### src/rtl/hwpe_stream_sink_writer_pkg.sv
// Shared types for the HWPE stream sink writer: control/flag structs and FSM states.
package hwpe_stream_package;

  typedef enum logic {
    SINK_IDLE    = 1'b0,
    SINK_WORKING = 1'b1
  } sink_state_e;

  typedef struct packed {
    logic [31:0] base_addr;
    logic [15:0] trans_size;
    logic [15:0] line_length;
    logic [15:0] line_stride;
    logic        req_start;
  } ctrl_sink_writer_t;

  typedef struct packed {
    logic ready_start;
    logic done;
    logic in_progress;
  } flags_sink_writer_t;

  // A line length of zero behaves as a single-beat line.
  function automatic logic [15:0] eff_line_len(input logic [15:0] len);
    return (len == 16'd0) ? 16'd1 : len;
  endfunction

endpackage

### src/rtl/hwpe_stream_sink_addrgen.sv
// 2-D address generator for the sink writer: word/line/beat counters and beat address.
module hwpe_stream_sink_addrgen
  import hwpe_stream_package::*;
#(
  parameter int unsigned NB_TCDM_PORTS = 1
) (
  input  logic        clk_i,
  input  logic        rst_i,
  input  logic        clear_i,
  input  logic        enable_i,
  input  logic [31:0] base_addr_i,
  input  logic [15:0] trans_size_i,
  input  logic [15:0] line_length_i,
  input  logic [15:0] line_stride_i,
  output logic [31:0] addr_o,
  output logic        last_o
);

  localparam logic [31:0] WORD_STEP = 32'(NB_TCDM_PORTS * 4);

  logic [15:0] word_q, word_d;
  logic [15:0] line_q, line_d;
  logic [15:0] beat_q, beat_d;
  logic [15:0] len_eff;

  assign len_eff = eff_line_len(line_length_i);

  always_comb begin
    word_d = word_q;
    line_d = line_q;
    beat_d = beat_q;
    if (clear_i) begin
      word_d = '0;
      line_d = '0;
      beat_d = '0;
    end else if (enable_i) begin
      beat_d = beat_q + 16'd1;
      if (word_q == len_eff - 16'd1) begin
        word_d = '0;
        line_d = line_q + 16'd1;
      end else begin
        word_d = word_q + 16'd1;
      end
    end
  end

  always_ff @(posedge clk_i or posedge rst_i) begin
    if (rst_i) begin
      word_q <= '0;
      line_q <= '0;
      beat_q <= '0;
    end else begin
      word_q <= word_d;
      line_q <= line_d;
      beat_q <= beat_d;
    end
  end

  // All terms wrap modulo 2^32.
  assign addr_o = base_addr_i
                + ({16'd0, line_q} * {16'd0, line_stride_i})
                + ({16'd0, word_q} * WORD_STEP);
  assign last_o = (beat_q == trans_size_i - 16'd1);

endmodule

### src/rtl/hwpe_stream_sink_writer.sv
// Stream-to-TCDM sink writer with per-port partial grant tracking.
// Optional: HWPE_STREAM_SINK_SKIP_EMPTY_EN suppresses requests on all-zero-strobe ports.
module hwpe_stream_sink_writer
  import hwpe_stream_package::*;
#(
  parameter int unsigned DATA_WIDTH    = 32,
  parameter int unsigned NB_TCDM_PORTS = DATA_WIDTH / 32
) (
  input  logic                         clk_i,
  input  logic                         rst_i,
  input  logic                         clear_i,
  input  logic                         stream_valid_i,
  output logic                         stream_ready_o,
  input  logic [DATA_WIDTH-1:0]        stream_data_i,
  input  logic [DATA_WIDTH/8-1:0]      stream_strb_i,
  output logic [NB_TCDM_PORTS-1:0]     tcdm_req_o,
  input  logic [NB_TCDM_PORTS-1:0]     tcdm_gnt_i,
  output logic [32*NB_TCDM_PORTS-1:0]  tcdm_add_o,
  output logic [NB_TCDM_PORTS-1:0]     tcdm_wen_o,
  output logic [4*NB_TCDM_PORTS-1:0]   tcdm_be_o,
  output logic [32*NB_TCDM_PORTS-1:0]  tcdm_data_o,
  input  logic                         ctrl_req_start_i,
  input  logic [31:0]                  ctrl_base_addr_i,
  input  logic [15:0]                  ctrl_trans_size_i,
  input  logic [15:0]                  ctrl_line_length_i,
  input  logic [15:0]                  ctrl_line_stride_i,
  output logic                         ready_start_o,
  output logic                         done_o,
  output logic                         in_progress_o
);

  ctrl_sink_writer_t  ctrl_in;
  flags_sink_writer_t flags;
  sink_state_e        state_q, state_d;

  logic [31:0] base_q, base_d;
  logic [15:0] size_q, size_d, len_q, len_d, stride_q, stride_d;
  logic [NB_TCDM_PORTS-1:0] gmask_q, gmask_d, active;
  logic done_q, done_d;
  logic start, xfer_en, all_cov, beat_done, last;
  logic [31:0] addr;

  assign ctrl_in = '{base_addr:   ctrl_base_addr_i,
                     trans_size:  ctrl_trans_size_i,
                     line_length: ctrl_line_length_i,
                     line_stride: ctrl_line_stride_i,
                     req_start:   ctrl_req_start_i};

  assign xfer_en = (state_q == SINK_WORKING) && stream_valid_i && (size_q != 16'd0);

  for (genvar k = 0; k < NB_TCDM_PORTS; k++) begin : g_port
`ifdef HWPE_STREAM_SINK_SKIP_EMPTY_EN
    assign active[k] = |stream_strb_i[4*k +: 4];
`else
    assign active[k] = 1'b1;
`endif
    assign tcdm_req_o[k]           = xfer_en & active[k] & ~gmask_q[k];
    assign tcdm_add_o[32*k +: 32]  = addr + 32'(4 * k);
    assign tcdm_be_o[4*k +: 4]     = stream_strb_i[4*k +: 4];
    assign tcdm_data_o[32*k +: 32] = stream_data_i[32*k +: 32];
  end

  assign tcdm_wen_o = '0;

  // Inactive ports count as already granted; clear abandons the beat unacknowledged.
  assign all_cov        = &(gmask_q | (tcdm_gnt_i & tcdm_req_o) | ~active);
  assign beat_done      = xfer_en & all_cov & ~clear_i;
  assign stream_ready_o = beat_done;

  always_comb begin
    state_d  = state_q;
    base_d   = base_q;
    size_d   = size_q;
    len_d    = len_q;
    stride_d = stride_q;
    gmask_d  = gmask_q;
    done_d   = 1'b0;
    start    = 1'b0;
    case (state_q)
      SINK_IDLE: begin
        if (ctrl_in.req_start) begin
          start    = 1'b1;
          state_d  = SINK_WORKING;
          base_d   = ctrl_in.base_addr;
          size_d   = ctrl_in.trans_size;
          len_d    = ctrl_in.line_length;
          stride_d = ctrl_in.line_stride;
        end
      end
      SINK_WORKING: begin
        if (size_q == 16'd0) begin
          state_d = SINK_IDLE;
          done_d  = 1'b1;
        end else if (beat_done) begin
          gmask_d = '0;
          if (last) begin
            state_d = SINK_IDLE;
            done_d  = 1'b1;
          end
        end else if (stream_valid_i) begin
          gmask_d = gmask_q | (tcdm_gnt_i & tcdm_req_o);
        end
      end
      default: state_d = SINK_IDLE;
    endcase
  end

  always_ff @(posedge clk_i or posedge rst_i) begin
    if (rst_i) begin
      state_q  <= SINK_IDLE;
      base_q   <= '0;
      size_q   <= '0;
      len_q    <= '0;
      stride_q <= '0;
      gmask_q  <= '0;
      done_q   <= 1'b0;
    end else if (clear_i) begin
      state_q  <= SINK_IDLE;
      base_q   <= '0;
      size_q   <= '0;
      len_q    <= '0;
      stride_q <= '0;
      gmask_q  <= '0;
      done_q   <= 1'b0;
    end else begin
      state_q  <= state_d;
      base_q   <= base_d;
      size_q   <= size_d;
      len_q    <= len_d;
      stride_q <= stride_d;
      gmask_q  <= gmask_d;
      done_q   <= done_d;
    end
  end

  hwpe_stream_sink_addrgen #(
    .NB_TCDM_PORTS (NB_TCDM_PORTS)
  ) i_addrgen (
    .clk_i         (clk_i),
    .rst_i         (rst_i),
    .clear_i       (clear_i | start),
    .enable_i      (beat_done),
    .base_addr_i   (base_q),
    .trans_size_i  (size_q),
    .line_length_i (len_q),
    .line_stride_i (stride_q),
    .addr_o        (addr),
    .last_o        (last)
  );

  assign flags.ready_start = (state_q == SINK_IDLE);
  assign flags.in_progress = (state_q == SINK_WORKING);
  assign flags.done        = done_q;

  assign ready_start_o = flags.ready_start;
  assign in_progress_o = flags.in_progress;
  assign done_o        = flags.done;

endmodule

### config.mk
export PLATFORM = sky130hd
export DESIGN_NAME = hwpe_stream_sink_writer
export DESIGN_NICKNAME = d
export VERILOG_FILES = /design/src/rtl/hwpe_stream_sink_writer_pkg.sv /design/src/rtl/hwpe_stream_sink_addrgen.sv /design/src/rtl/hwpe_stream_sink_writer.sv
export SDC_FILE = /design/constraint.sdc
export NUM_CORES = 1
export LEC_CHECK = 0
export ABC_AREA = 1
export BUFFER_PORTS_ARGS = -buffer_cell sky130_fd_sc_hd__clkbuf_2
export CAP_MARGIN = 20
export CORE_MARGIN = 10
export CORE_UTILIZATION = 56
export CTS_BUF_LIST = sky130_fd_sc_hd__clkbuf_8
export DETAILED_ROUTE_END_ITERATION = 8
export HOLD_SLACK_MARGIN = 0.06
export PLACE_DENSITY = 0.8
export SYNTH_ARGS = -nofsm -noshare
export SYNTH_HDL_FRONTEND = slang
export SYNTH_SLANG_ARGS = --single-unit
### constraint.sdc
create_clock -name clk_i -period 5.5 [get_ports clk_i]
set_input_delay 0.55 -clock clk_i [delete_from_list [all_inputs] [get_ports clk_i]]
set_output_delay 0.55 -clock clk_i [all_outputs]
set_load 0.03 [all_outputs]
Yosys cells after proc, flatten, opt, wreduce, memory -nomap -nowiden
Index checks and enable logic that the tools add are counted.
Storage, ports and cells
  register bits after elaboration: 131
  bits of input ports: 122
  output and inout port bits: 74
  logic and storage cells: 82
Cells by class
  add/sub/neg operators: 7
  multipliers: 1
  equal/unequal tests: 4
  multiplexer cells: 38
  bitwise logic cells: 9
  reduce and logical (&&, ||, !) cells: 13
Operator list (count)
  2-to-1 mux 16 bit: 18
  2-to-1 mux 32 bit: 3
  adder 16 x 1 -> 16 bit (second input constant): 3
  adder 32 x 18 -> 32 bit: 1
  adder 32 bit: 1
  == test 16 bit: 2
  logical NOT 16 bit: 2
  multiplier 16 x 16 -> 32 bit: 1
  subtractor 16 x 1 -> 16 bit (second input constant): 2
  2-to-1 mux 1 bit: 16
  nonzero test 16 bit: 1
  nonzero test 2 bit: 4
  AND 1 bit: 4
  != test 2 bit (second input constant): 2
  AND reduction 2 bit: 2
  inverter 1 bit: 3
  AND reduction 3 bit: 1
  nonzero test 3 bit: 1
  logical AND 1 bit: 2
  bitwise OR 1 bit: 2
  one-hot mux 1 bit (2 select lines): 1

Longest topological paths before layout
  depth in word-level cells: 11
  mapped depth: 27
  gate-level depth less buffers: 25

Hierarchy
From an unflattened synthesis, not the netlist that was laid out.
Unflattened totals
  cells, all modules: 2299
  area, all modules: 17720.7 um^2
By module, submodules not included
  hwpe_stream_sink_addrgen: times used 1, cells each 1879, area each 13845.8 um^2, seq. area each 1201.2 um^2
  hwpe_stream_sink_writer: times used 1, cells each 420, area each 3875.0 um^2, seq. area each 2077.0 um^2

Worst setup path after synthesis
Ideal clock, no wire load.
  kind: register -> output
  start: reg i_addrgen.line_q[11]
  end: out tcdm_add_o[17]
  arrival: 5849 ps
  required time: 4950 ps
  setup slack: -899 ps
  stages on the path, launching flop included: 23
  buffers on the path: 2
  path through: dfrtp_1 > clkbuf_1 > clkbuf_1 > nand2_1 > fa_1 > fa_1 > inv_1 > fa_1 > fa_1 > fa_1 > inv_1 > fa_1 > inv_1 > ha_1 > nand2_1 > nor2_1 > nand2_1 > o211ai_1 > nor2_1 > o21ai_0 > nand3_1 > nand2_1 > xor2_1
Between the ends
  cells in the longest elaborated chain, start to end: 3
RTL lines
  from (decl): RTL line hwpe_stream_sink_addrgen.sv:22  | logic [15:0] line_q, line_d;
  from (signal assigned): RTL line hwpe_stream_sink_addrgen.sv:54  | line_q <= line_d;
  multiplier 16 x 16 -> 32 bit: RTL line hwpe_stream_sink_addrgen.sv:61  | + ({16'd0, line_q} * {16'd0, line_stride_i})
  adder 32 bit: RTL line hwpe_stream_sink_addrgen.sv:61
  adder 32 x 18 -> 32 bit: RTL line hwpe_stream_sink_addrgen.sv:62  | + ({16'd0, word_q} * WORD_STEP);
  to (decl): RTL line hwpe_stream_sink_writer.sv:18  | output logic [32*NB_TCDM_PORTS-1:0] tcdm_add_o,
No other way between the ends.

Final worst setup path
  start: reg i_addrgen.line_q[8]
  end: out tcdm_add_o[22]
Same word-level chain as after synthesis.

==> key figures <==
Routing
  • Avg Vias per Cell: 5.29
  • Post-route ant nets: 0
  • DRC Markers: 0
  • DRT Pass-1 Iters: 6
  • Vias: 15800
  • Final WL: 50.0 mm
  • Routed len/inst: 16.8 um
  • Initial DRC count: 1278

Power and ir drop
  • PwrDens: 134 mW/mm^2
  • Static leakage: 12.2 nW
  • Peak supply drop: 0.000179 V
  • Overall power: 0.00288 W

Placed design
  • Final HPWL DP: 39.5 mm
  • Pre-CTS setup slack: -0.712 ns
  • Routability Congestion: 0.953
  • Placed insts: 2907
  • IO Port Bufs: 122

Setup path
  • Crit-path max cell delay: 0.53 ns
  • CP cell instances: buf_12, nand2_4, inv_2, fa_1, inv_1, fa_1, inv_1, fa_1, fa_1, fa_1, inv_2, fa_1, inv_2, ha_4, buf_6, nand3_2, nand4_1, a21oi_2, o211ai_1, buf_4, buf_6, xor2_2, clkbuf_8
  • Depth of the worst register-to-register path: 19
  • Critical Path End Type: primary output
  • Reg-to-reg endpoint: i_addrgen.line_q[3]$_DFFE_PP0P_
  • WP data arrival: 5.96 ns
  • Reg2reg setup slack: 2.12 ns
  • Crit path max-delay cell type: fa_1
  • CP Data Required Time: 4.95 ns
  • Worst reg2reg path startpoint: len_q[4]$_DFFE_PP0P_
  • Crit path kind: register to primary output
  • Crit path launch type: register
  • Most used cell, CP: fa_1
  • Worst Path Max Fanout: 6

STA
  • Final hold violation count: 0
  • # setup viols final: 23
  • FMAX: 154 MHz
  • Final min period: 6.51 ns
  • Post-route clock period utilization: 118%
  • Final WS setup: -1.01 ns
  • Setup TNS: -17.61 ns
  • Slew @ Worst Pin: 0.854 ns
  • Final Slew Violations: 0
  • RSZ-0062 raised after global routing: true
  • Final Skew: 0.0165 ns
  • Slew Limit Headroom: 43.1%

Die
  • Row count: 64
  • DIE AREA: 0.0390 mm^2
  • Core area: 0.0308 mm^2
  • Die Y: 197 um
  • DIE WIDTH: 197 um
  • Starting density of the core: 57.2%
  • I/O Pins: 196

CTS
  • CTS sink count: 131
  • Worst-skew pair later-pin latency: 0.48 ns
  • Root Driver: clkbuf_8
  • CTS tree: yes
  • Clock Pin Slew Worst Setup and Hold Paths: 0.08 ns
  • Hold Buf Count CTS: 0
  • Clock buffer depth: 2
  • Cts bufs inserted: 17
  • H-tree Lvls: 4

Flow run
  • Max cap viols: 0

GRT
  • Number of global-route vias before repair: 16900
  • Overflow after GRT: 0
  • Initial antenna violation count: 0
  • First-pass GRT wire length: 82.8 mm
  • Total track usage: 26.3%
  • Largest net degree at the start of global routing: 82

Status
  • Violated checks: setup timing
  • Status: complete, but fails checks

Cells and area
  • Share of cells above drive strength 1: 22.9%
  • Inserted Diodes: 0
  • Final Non-Filler Cells: 2986
  • Area grow syn2layout: 22.4%
  • Fin nets: 3045
  • Layout fillers: 2369

Logic synthesis
  • Netlist cell types: 45
  • Post-synth design cell area: 0.0176 mm^2
  • Mapped Nets: 2807
  • Post-synthesis average cell area: 7.54 um^2
  • Synth Flop Type: dfrtp_1
  • Mapped Cells: 2340
  • Async S/R FF share, synth: 100%
  • Post-synth EDFFs: 0
  • Seq/Total Area, Yosys: 18.6%
  • Flops & latches, synth: 131
  • Synth Warn #: 0

Hold path
  • Worst Hold Class: input port to async pin
[layout by cell type, fill, tap and decap left out, types with 20 or more instances in the layout]
cell type,instances
dfrtp_2,22
nand2_2,26
buf_6,30
nand4_1,30
inv_2,36
nand2_1,538
dfrtp_1,109
o21ai_0,65
nor3_1,20
inv_1,533
buf_4,203
ha_1,82
fa_1,235
xor2_1,41
clkbuf_2,97
clkbuf_8,27
nor2_1,112
nand3_1,152
a21oi_1,28
[cell type report]
| type | instances | area [um^2] | area share, % |
|---|---|---|---|
| Clock buffer | 18 | 248 | 1.15 |
| Inverter | 570 | 2140 | 9.93 |
| Tap cell | 396 | 495 | 2.30 |
| Multi-Input combinational cell | 1500 | 12400 | 57.6 |
| Sequential cell | 131 | 3310 | 15.3 |
| Clock inverter | 13 | 156 | 0.725 |
| Timing Repair Buffer | 358 | 2810 | 13.0 |
[through the flow]
| stage | util, % | hold WS (ns) | cell area, um^2 |
|---|---|---|---|
| floorplan | - | 0.448 | 18300 |
| CTS | 68.9 | 0.179 | 21200 |
| finish | 70.0 | 0.161 | 21600 |
| global route | 70.0 | 0.202 | 21600 |
| detailed placement | 64.7 | 0.473 | 20000 |
| global placement | 64.7 | 0.471 | 20000 |
[sequential cells by signal, indices dropped and copies added (netlist names)]
name,flops
gmask_q,1
i_addrgen.beat_q,16
done_o,1
i_addrgen.word_q,16
stride_q,16
in_progress_o,1
i_addrgen.line_q,16
len_q,16
size_q,16
base_q,32
[cell usage after synthesis (2+ instances only)]
| cell type | instances | area, um^2 |
|---|---|---|
| nor2_4 | 3 | 33.8 |
| buf_2 | 7 | 35.0 |
| nand2_2 | 3 | 18.8 |
| nor4_1 | 9 | 56.3 |
| ha_1 | 104 | 1300 |
| buf_1 | 7 | 26.3 |
| nand2_4 | 3 | 33.8 |
| a21oi_1 | 46 | 230 |
| o211ai_1 | 2 | 15.0 |
| or2_2 | 2 | 12.5 |
| o22ai_1 | 5 | 31.3 |
| nor2_1 | 117 | 439 |
| o21ai_0 | 76 | 380 |
| nand2_1 | 578 | 2170 |
| inv_2 | 5 | 18.8 |
| dfrtp_1 | 131 | 3280 |
| nand3_1 | 159 | 796 |
| nand4_1 | 30 | 188 |
| inv_1 | 564 | 2120 |
| o21a_1 | 2 | 15.0 |
| nor3b_1 | 3 | 22.5 |
| o21bai_1 | 2 | 15.0 |
| nor2_2 | 4 | 25.0 |
| buf_6 | 3 | 33.8 |
| nand3b_1 | 5 | 37.5 |
| nor3_1 | 20 | 100 |
| fa_1 | 241 | 4820 |
| buf_4 | 39 | 293 |
| xor2_1 | 50 | 438 |
| clkbuf_1 | 83 | 312 |
| xnor2_1 | 23 | 201 |
[cells by family (layout without fill, tap and decap cells)]
kind of cell / after synthesis / count (layout) / synth area share [%]
buf+inv: 709 / 959 / 16.1
simple gates: 940 / 940 / 22.5
flops: 131 / 131 / 18.6
compound gates: 139 / 139 / 4.17
xor+xnor: 75 / 75 / 3.89
fa+ha+maj: 345 / 345 / 34.7
other cells: 1 / 1 / 0.0213
[what timing repair did]
item | in CTS | in global routing
pin swaps | 59 | 38
endpoints found under the hold margin | 0 | 0
buffers inserted | 34 | 17
endpoints found under the setup margin | 25 | 25
gates resized for setup | 177 | 76
[power breakdown]
part | total [W] | leakage [nW] | internal, W | switching [W]
clock network | 0.000875 | 0.211 | 0.000458 | 0.000417
logic | 0.000944 | 10.2 | 0.000376 | 0.000568
registers | 0.00106 | 1.75 | 0.00101 | 0.0000593
total | 0.00288 | 12.2 | 0.00184 | 0.00104
[worst max path at each step]
| stage | from | to | depth (start not counted) |
|---|---|---|---|
| 6_report | i_addrgen.line_q[8]$_DFFE_PP0P_ | tcdm_add_o[22] | 23 |
| 4_1_cts | stride_q[4]$_DFFE_PP0P_ | tcdm_add_o[29] | 23 |
| 5_1_grt | stride_q[4]$_DFFE_PP0P_ | tcdm_add_o[24] | 25 |
| 3_5_place_dp | i_addrgen.line_q[10]$_DFFE_PP0P_ | tcdm_add_o[30] | 23 |
| 3_3_place_gp | i_addrgen.line_q[12]$_DFFE_PP0P_ | tcdm_add_o[26] | 23 |
| 2_1_floorplan | stride_q[4]$_DFFE_PP0P_ | tcdm_add_o[22] | 22 |
[metal layers]
layer / up-vias / track usage [%] / share of wire [%]
met5: - / 0 / 0
met4: 0 / 9.68 / 3.2
met3: 117 / 4.36 / 7.4
met2: 640 / 45.4 / 49
met1: 7706 / 32.5 / 41
li1: 7342 / - / -
[critical path, delay by kind of cell, from the launching register on]
kind            cells  cell delay, ns
fa+ha+maj           7            3.21
buf+inv            10            0.94
flops               1            0.44
simple gates        3            0.39
compound gates      2            0.36
xor+xnor            1            0.16
(Power assumes the default switching activity.)
